### src/rtl/clint.sv
// Core-local interrupt/trap sequencer: ecall/ebreak/mret and external IRQ entry via a CSR write port.
// Optional CLINT_VECTORED_EN macro enables vectored mtvec targets for asynchronous traps.
module clint #(
  parameter int          INT_WIDTH   = 8,
  parameter logic [31:0] ASYNC_CAUSE = 32'h8000_0010
) (
  input  logic                 clk,
  input  logic                 rst_n,
  input  logic [31:0]          inst_i,
  input  logic [31:0]          inst_addr_i,
  input  logic                 jump_en_i,
  input  logic [31:0]          jump_addr_i,
  input  logic [INT_WIDTH-1:0] int_flag_i,
  input  logic [31:0]          csr_mtvec_i,
  input  logic [31:0]          csr_mepc_i,
  input  logic [31:0]          csr_mstatus_i,
  output logic                 we_o,
  output logic [11:0]          waddr_o,
  output logic [31:0]          wdata_o,
  output logic                 hold_flag_o,
  output logic                 int_assert_o,
  output logic [31:0]          int_addr_o
);

  localparam logic [31:0] INST_ECALL  = 32'h0000_0073;
  localparam logic [31:0] INST_EBREAK = 32'h0010_0073;
  localparam logic [31:0] INST_MRET   = 32'h3020_0073;

  localparam logic [11:0] CSR_MSTATUS = 12'h300;
  localparam logic [11:0] CSR_MEPC    = 12'h341;
  localparam logic [11:0] CSR_MCAUSE  = 12'h342;

  typedef enum logic [2:0] {
    S_IDLE,
    S_MEPC,
    S_MSTATUS,
    S_MCAUSE,
    S_MRET
  } state_e;

  state_e      state_q, state_d;
  logic [31:0] epc_q, epc_d;
  logic [31:0] cause_q, cause_d;
  logic        async_q, async_d;

  logic        we_d, int_assert_d;
  logic [11:0] waddr_d;
  logic [31:0] wdata_d, int_addr_d;

  logic        is_ecall, is_ebreak, is_mret, irq_take;
  logic [31:0] irq_idx;
  logic [31:0] trap_base, trap_target;
  logic [31:0] mst_trap, mst_mret;
  logic        hold;

  // Wrong-path instructions behind an EX redirect must not trap.
  assign is_ecall  = !jump_en_i && (inst_i == INST_ECALL);
  assign is_ebreak = !jump_en_i && (inst_i == INST_EBREAK);
  assign is_mret   = !jump_en_i && (inst_i == INST_MRET);
  assign irq_take  = (|int_flag_i) && csr_mstatus_i[3];

  always_comb begin
    irq_idx = '0;
    for (int i = INT_WIDTH - 1; i >= 0; i--) begin
      if (int_flag_i[i]) irq_idx = 32'(i);
    end
  end

  assign trap_base = {csr_mtvec_i[31:2], 2'b00};

`ifdef CLINT_VECTORED_EN
  assign trap_target = (async_q && csr_mtvec_i[1:0] == 2'b01)
                     ? trap_base + {cause_q[29:0], 2'b00}
                     : trap_base;
`else
  logic unused_vec;
  assign unused_vec  = ^{async_q, csr_mtvec_i[1:0]};
  assign trap_target = trap_base;
`endif

  always_comb begin
    mst_trap    = csr_mstatus_i;
    mst_trap[7] = csr_mstatus_i[3];
    mst_trap[3] = 1'b0;
    mst_mret    = csr_mstatus_i;
    mst_mret[3] = csr_mstatus_i[7];
    mst_mret[7] = 1'b1;
  end

  always_comb begin
    state_d      = state_q;
    epc_d        = epc_q;
    cause_d      = cause_q;
    async_d      = async_q;
    hold         = 1'b0;
    we_d         = 1'b0;
    waddr_d      = '0;
    wdata_d      = '0;
    int_assert_d = 1'b0;
    int_addr_d   = '0;

    case (state_q)
      S_IDLE: begin
        if (is_mret) begin
          state_d = S_MRET;
          hold    = 1'b1;
        end else if (is_ecall || is_ebreak) begin
          epc_d   = inst_addr_i;
          cause_d = is_ecall ? 32'd11 : 32'd3;
          async_d = 1'b0;
          state_d = S_MEPC;
          hold    = 1'b1;
        end else if (irq_take) begin
          epc_d   = jump_en_i ? jump_addr_i : inst_addr_i;
          cause_d = ASYNC_CAUSE + irq_idx;
          async_d = 1'b1;
          state_d = S_MEPC;
          hold    = 1'b1;
        end
      end
      S_MEPC: begin
        state_d = S_MSTATUS;
        hold    = 1'b1;
      end
      S_MSTATUS: begin
        state_d = S_MCAUSE;
        hold    = 1'b1;
      end
      S_MCAUSE: begin
        state_d = S_IDLE;
        hold    = 1'b1;
      end
      S_MRET: begin
        state_d = S_IDLE;
        hold    = 1'b1;
      end
      default: state_d = S_IDLE;
    endcase

    // Outputs are registered, so they are computed from the state being entered.
    case (state_d)
      S_MEPC: begin
        we_d    = 1'b1;
        waddr_d = CSR_MEPC;
        wdata_d = epc_d;
      end
      S_MSTATUS: begin
        we_d    = 1'b1;
        waddr_d = CSR_MSTATUS;
        wdata_d = mst_trap;
      end
      S_MCAUSE: begin
        we_d         = 1'b1;
        waddr_d      = CSR_MCAUSE;
        wdata_d      = cause_q;
        int_assert_d = 1'b1;
        int_addr_d   = trap_target;
      end
      S_MRET: begin
        we_d         = 1'b1;
        waddr_d      = CSR_MSTATUS;
        wdata_d      = mst_mret;
        int_assert_d = 1'b1;
        int_addr_d   = csr_mepc_i;
      end
      default: ;
    endcase
  end

  always_ff @(posedge clk or negedge rst_n) begin
    if (!rst_n) begin
      state_q      <= S_IDLE;
      epc_q        <= '0;
      cause_q      <= '0;
      async_q      <= 1'b0;
      we_o         <= 1'b0;
      waddr_o      <= '0;
      wdata_o      <= '0;
      int_assert_o <= 1'b0;
      int_addr_o   <= '0;
    end else begin
      state_q      <= state_d;
      epc_q        <= epc_d;
      cause_q      <= cause_d;
      async_q      <= async_d;
      we_o         <= we_d;
      waddr_o      <= waddr_d;
      wdata_o      <= wdata_d;
      int_assert_o <= int_assert_d;
      int_addr_o   <= int_addr_d;
    end
  end

  assign hold_flag_o = hold;

endmodule

### config.mk
export PLATFORM = sky130hd
export DESIGN_NAME = clint
export DESIGN_NICKNAME = d
export VERILOG_FILES = /design/src/rtl/clint.sv
export SDC_FILE = /design/constraint.sdc
export NUM_CORES = 1
export LEC_CHECK = 0
export BUFFER_PORTS_ARGS = -buffer_cell sky130_fd_sc_hd__buf_4
export CAP_MARGIN = 10
export CORE_AREA = 2 2 108 110
export CTS_CLUSTER_DIAMETER = 40
export DETAILED_ROUTE_END_ITERATION = 12
export DIE_AREA = 0 0 110 112
export PLACE_DENSITY = 0.75
export SYNTH_ARGS = -nofsm -noshare
export SYNTH_HDL_FRONTEND = slang
export SYNTH_SLANG_ARGS = --single-unit
### constraint.sdc
create_clock -name clk -period 2.9 [get_ports clk]
set_input_delay 0.435 -clock clk [delete_from_list [all_inputs] [get_ports clk]]
set_output_delay 0.435 -clock clk [all_outputs]
set_load 0.01 [all_outputs]
## Word-level counts from Yosys, hierarchy flattened

Index checks and enable logic that the tools add are counted.

| storage, ports and cells | value |
|---|---|
| word-level logic and storage cells | 64 |
| memory bits (read-only) | 0 |
| output and inout bits | 79 |
| bits of input ports | 203 |
| memory bits (writable) | 0 |
| memories | 0 |
| bits in latches | 0 |
| flip-flop bits (word level) | 145 |

| operators by class | value |
|---|---|
| equal/unequal tests | 11 |
| magnitude comparators | 0 |
| divide/modulo/power cells | 0 |
| multiplexer cells | 29 |
| shifts and indexed selects | 0 |
| $mul | 0 |
| $add $sub $neg | 1 |
| reduce and logical (&&, ||, !) cells | 14 |
| bitwise logic cells | 1 |

Operators with widths:

| cell | number |
|---|---|
| $mux 32 | 13 |
| $pmux 32 s4 | 1 |
| $pmux 32 s2 | 1 |
| $add 32x32->32 const A | 1 |
| $eq 32x21->1 const B | 1 |
| $eq 32x30->1 const B | 1 |
| $eq 32x7->1 const B | 1 |
| $pmux 10 s3 | 1 |
| $mux 3 | 5 |
| $eq 3x2->1 const B | 4 |
| $pmux 3 s3 | 1 |
| $reduce_or 4->1 | 2 |
| $reduce_or 8->1 | 1 |
| $eq 3x1->1 const B | 2 |
| $eq 3x3->1 const B | 2 |
| $mux 1 | 5 |
| $logic_and 1x1->1 | 4 |
| $mux 4 | 1 |
| $reduce_or 2->1 | 2 |
| $logic_not 3->1 | 1 |
| $reduce_and 3->1 | 1 |
| $pmux 1 s2 | 1 |
| $reduce_bool 2->1 | 1 |
| $logic_not 1->1 | 1 |
| 2 further kinds | 2 |

## Depth between registers and ports, before layout

| logic depth | value |
|---|---|
| depth after elaboration | 11 |
| mapped depth | 9 |

## Worst setup path after synthesis

Ideal clock, no wire load.

| path | value |
|---|---|
| kind | input port to flip-flop |
| start | in jump_en_i |
| end | reg waddr_o[8] |
| path slack | 674 ps |
| data required time | 2769 ps |
| data arrival time | 2094 ps |
| setup time | 131 ps |
| cell stages on the path | 9 |
| path through | buf_2 and4bb_1 nand4_2 o31ai_4 nand2b_1 inv_2 buf_6 buf_6 or3_1 |

| between the ends | value |
|---|---|
| word-level cells in the longest chain between the ends | 9 |
| elaborated cells between the ends (all ways) | 14 |
| classes of those cells | 4 x eq/ne; 4 x mux; 6 x reduce/logical |

RTL lines:

| item | line | RTL |
|---|---|---|
| start, declared | 11 | `input logic jump_en_i,` |
| $logic_not 1->1 * | 57, 58, 59 |  |
| $logic_and 1x1->1 (on tied branches) | 57, 58 |  |
| $logic_or 1x1->1 | 107 | `end else if (is_ecall \|\| is_ebreak) begin` |
| $mux 3 | 107 |  |
| $mux 3 * | 104 | `if (is_mret) begin` |
| $pmux 3 s3 * | 102 | `case (state_q)` |
| $eq 3x3->1 / $eq 3x2->1 (equally long branches) | 141 | `case (state_d)` |
| $reduce_or 2->1 (no line) | n/a |  |
| $pmux 10 s3 * | 141 |  |
| net waddr_d[8] | 47 | `logic [11:0] waddr_d;` |
| end signal, assigned | 187 | `waddr_o <= waddr_d;` |
| end, declared | 18 | `output logic [11:0] waddr_o,` |

The timed path passes the listed nets; every way through them passes the cells marked *.
A chain may end at the register's enable or synchronous reset.

## Worst setup path after layout

| path | value |
|---|---|
| start | in inst_i[17] |
| end | out hold_flag_o |

| between the ends | value |
|---|---|
| word-level cells in the longest chain between the ends | 6 |
| elaborated cells between the ends (all ways) | 10 |
| classes of those cells | 3 x eq/ne; 3 x mux; 4 x reduce/logical |

RTL lines:

| item | line | RTL |
|---|---|---|
| start, declared | 9 | `input logic [31:0] inst_i,` |
| $eq 32x7->1 / $eq 32x21->1 (equally long branches) | 57, 58 |  |
| $logic_and 1x1->1 (on tied branches) | 57, 58 |  |
| $logic_or 1x1->1 | 107 |  |
| $mux 1 | 107 |  |
| $mux 1 * | 104 |  |
| $pmux 1 s2 * | 102 |  |
| end, declared | 20 | `output logic hold_flag_o,` |

Mark *: on every way between the ends. The rest lies on a longest branch, timed or not.

==> metrics.md <==
| Metric | Value |
|---|---|
| Outcome | `finished, final reports clean` |
| Wire length per cell | `16.6 um` |
| Fill cells | `978` |
| Synth area leaders | `dfrtp_1 55%, a22o_1 13%, mux2_2 8.2%` |
| Die footprint | `12300 um^2` |
| Count of final max-slew check failures | `0` |
| Pre-CTS setup slack | `0.318 ns` |
| Total congestion overflow | `0` |
| Post-CTS Setup Bufs | `0` |
| Layout cells sized above 1 | `0.577` |
| Setup CP Type | `primary input to output port` |
| Max Cap Viol | `0` |
| Worst Path Required | `2.47 ns` |
| Peak supply drop | `0.339 mV` |
| Reg area | `1950 um^2` |
| Number of synthesized flops with an enable pin | `0` |
| Comb pwr share | `0.401` |
| Hold Crit Class | `primary input to async pin` |
| Clock power share | `0.254` |
| GP Congestion | `0.861` |
| Most used cell, CP | `buf_4` |
| Reg2reg setup slack | `0.59 ns` |
| Sink Count | `78` |
| Worst-path clk slew | `0.06 ns` |
| Synth warn | `0` |
| Critical path cell sequence | `buf_4 > nor4_1 > nand4_1 > o31ai_1 > o21a_1 > buf_4` |
| Pint | `3.14 mW` |
| Slowest CP cell | `o31ai_1` |
| Synth Flop Type | `dfrtp_1` |
| Final hold slack | `0.261 ns` |
| Startpoint types | `primary input` |
| Leakage power total | `3.14 nW` |
| Worst reg2reg path depth | `5` |
| Initial core utilization | `0.320` |
| PwrDens | `750 nW/um^2` |
| Area post-placement | `5730 um^2` |
| Initial DRT Pass Iterations | `4` |
| Worst Clk Skew | `0.00710 ns` |
| Total Routing Usage GR | `0.185` |
| CP Data Arrival Time | `2.16 ns` |
| P_sw | `1.39 mW` |
| Rel. slew slack | `0.369` |
| CTS tree | `done` |
| Period utilisation layout | `0.895` |
| Sequential Power Share | `0.345` |
| Top delay family on crit path | `simple AND/OR/NAND/NOR gates` |
| Cell Rows | `39` |
| FF+latch count, synth | `78` |
| Total negative setup slack | `0 ns` |
| First-pass GRT wire length | `17.6 mm` |
| Top-area cell type share of the netlist area | `0.546` |
| 1st-iter DRT viols | `124` |
| Final wirelength | `11.8 mm` |
| Clock root cell | `clkbuf_16` |
| Resized Gates After CTS | `0` |
| Via-to-Cell Ratio | `5.00` |
| R2r endpoint | `int_addr_o[10]` |
| Cts bufs inserted | `9` |
| Largest net degree at the start of global routing | `79` |
| Area growth, synth to finish | `69.0%` |
| Via count | `3552` |
| Final Setup Violations | `0` |
| Design Area, Final | `6040 um^2` |
| Total power | `4.53 mW` |
| Crit path max fanout | `4` |
| Ant diodes | `0` |
| Die Y | `112 um` |
| Mean area per synthesized cell | `12.2 um^2` |
| Final hold vios | `0` |
| # hold bufs at CTS | `0` |
| Area used by multi-input combinational logic | `1470 um^2` |
| Later-pin clock latency in the skew report | `0.32 ns` |
| Post-synth cell types | `45` |
| Final ANT Viol Nets | `0` |
| Sw frac | `0.307` |
| Vias in the first global route | `3557` |
| Crit path capture type | `output port` |
| Unrepaired setup endpoints after global routing | `false` |
| # DRC | `0` |
| Initial antenna violation count | `0` |
| Cells after synthesis | `293` |
| Tmin final | `2.59 ns` |
| IO Pins | `282` |
| Setup ws final | `0.306 ns` |
| Post-synthesis sequential area ratio | `0.546` |
| FF-to-FF Start | `state_q[2]` |
| Cell taking the most area after synthesis | `dfrtp_1` |
| H-tree level count | `3` |
| Die width | `110 um` |
| Post-detail-place hpwl | `9.23 mm` |
| # nets final | `767` |
| Delay of the slowest critical-path stage | `0.53 ns` |
| Syn Std Cell Area | `3570 um^2` |
| Clk buf depth | `2` |
| Measured slew at the worst slew-check pin | `0.947 ns` |
| Placeable Area | `11200 um^2` |
| Ys async rst share | `1.00` |
| WP buf/inv | `2` |
| I/O Buffers | `272` |
| FMAX | `0.385 GHz` |
## worst register-to-register path: stages, from the launching register on
cell	delay, ns
dfrtp_1	0.50
nor2_1	0.49
nand2_1	0.26
nor4_4	0.31
buf_4	0.41
a22o_1	0.27
## routing by layer
| metal | vias to the layer above | routed length (um) | track usage |
|---|---|---|---|
| met1 | 1688 | 4430 | 0.214 |
| met2 | 206 | 6130 | 0.333 |
| met3 | 12 | 1140 | 0.0474 |
| met4 | 0 | 123 | 0.0506 |
| li1 | 1646 | - | - |
| met5 | - | 0 | 0 |
## cell type report
type                    count  share of cell area
repair buffers            281               0.349
flip-flops and latches     78               0.323
multi-input cells         189               0.244
clock buffers              11              0.0385
well taps                 143              0.0296
clock inverters             4              0.0120
inverters                   5             0.00311
## metrics by stage
stage | instances | util
after floorplan | 299 | -
after global placement | 696 | 0.513
after detailed placement | 696 | 0.513
after CTS | 711 | 0.540
after global routing | 711 | 0.540
final | 711 | 0.540
## kinds of logic after synthesis
family          count (synthesis)  synth area share
compound gates                 97             0.222
buf+inv                        32            0.0504
flops                          78             0.546
mux                            27            0.0848
other cells                     1           0.00105
simple gates                   58            0.0949
## cells in the final DEF, fill, tap and decap left out, drive strengths merged
cell type  count
a22oi          3
o31a           1
a211oi         5
and2           2
or2            1
o22a           1
or4            2
nand2          5
o21a           5
conb           7
a32o           1
mux2i          1
nor2b          4
o211ai         1
clkinv         1
and4bb         2
a221o          1
a21o           1
a311o          5
a31oi          1
nor4           5
a22o          55
dfrtp         78
nand2b         3
bufinv         2
buf          281
nand4b         1
nor3           7
nor2          16
mux2          26
nand4          2
nand3          3
or3            3
clkinvlp       1
and4           2
inv            5
o21ai          8
a21oi          6
clkbuf        11
o31ai          3
## sequential cells by signal (all words and copies together), names as in the netlist
| name | flops |
|---|---|
| int_assert_o | 1 |
| cause_q | 5 |
| state_q | 3 |
| we_o | 1 |
| wdata_o | 32 |
| int_addr_o | 32 |
| waddr_o | 4 |
## worst max-delay path by stage
stage	startpoint	end	slack [ns]	depth (start not counted)
2_1_floorplan	jump_en_i	waddr_o[8]	0.67	9
3_3_place_gp	inst_i[17]	hold_flag_o	0.46	6
3_5_place_dp	inst_i[17]	hold_flag_o	0.32	6
4_1_cts	inst_i[17]	hold_flag_o	0.33	6
5_1_grt	inst_i[17]	hold_flag_o	0.18	6
6_report	inst_i[17]	hold_flag_o	0.31	6
## synthesized netlist by cell type, types with 2 or more instances
| master | number |
|---|---|
| nor2b_1 | 4 |
| buf_6 | 2 |
| o21a_1 | 5 |
| nor3_1 | 7 |
| o31ai_1 | 2 |
| and4_1 | 2 |
| nand2b_1 | 3 |
| or4_1 | 2 |
| buf_4 | 10 |
| dfrtp_1 | 78 |
| o21ai_0 | 7 |
| a311o_1 | 5 |
| nand3_1 | 3 |
| nor4_2 | 2 |
| mux2_2 | 26 |
| a22oi_1 | 3 |
| a21oi_1 | 6 |
| a211oi_1 | 5 |
| nor4_1 | 3 |
| or3_1 | 3 |
| clkbuf_1 | 9 |
| a22o_1 | 55 |
| and2_1 | 2 |
| inv_1 | 4 |
| nand2_1 | 5 |
| buf_2 | 6 |
| nor2_1 | 16 |
## power by group through the flow
stage	logic [mW]	clock network, mW	registers [mW]
finish	1.82	1.15	1.56
global route	1.96	1.24	1.60
CTS	1.84	1.19	1.57
detailed placement	1.83	0	1.59
global placement	1.80	0	1.57
floorplan	0.703	0	1.74
No activity file was read; power rests on OpenSTA's default activity.
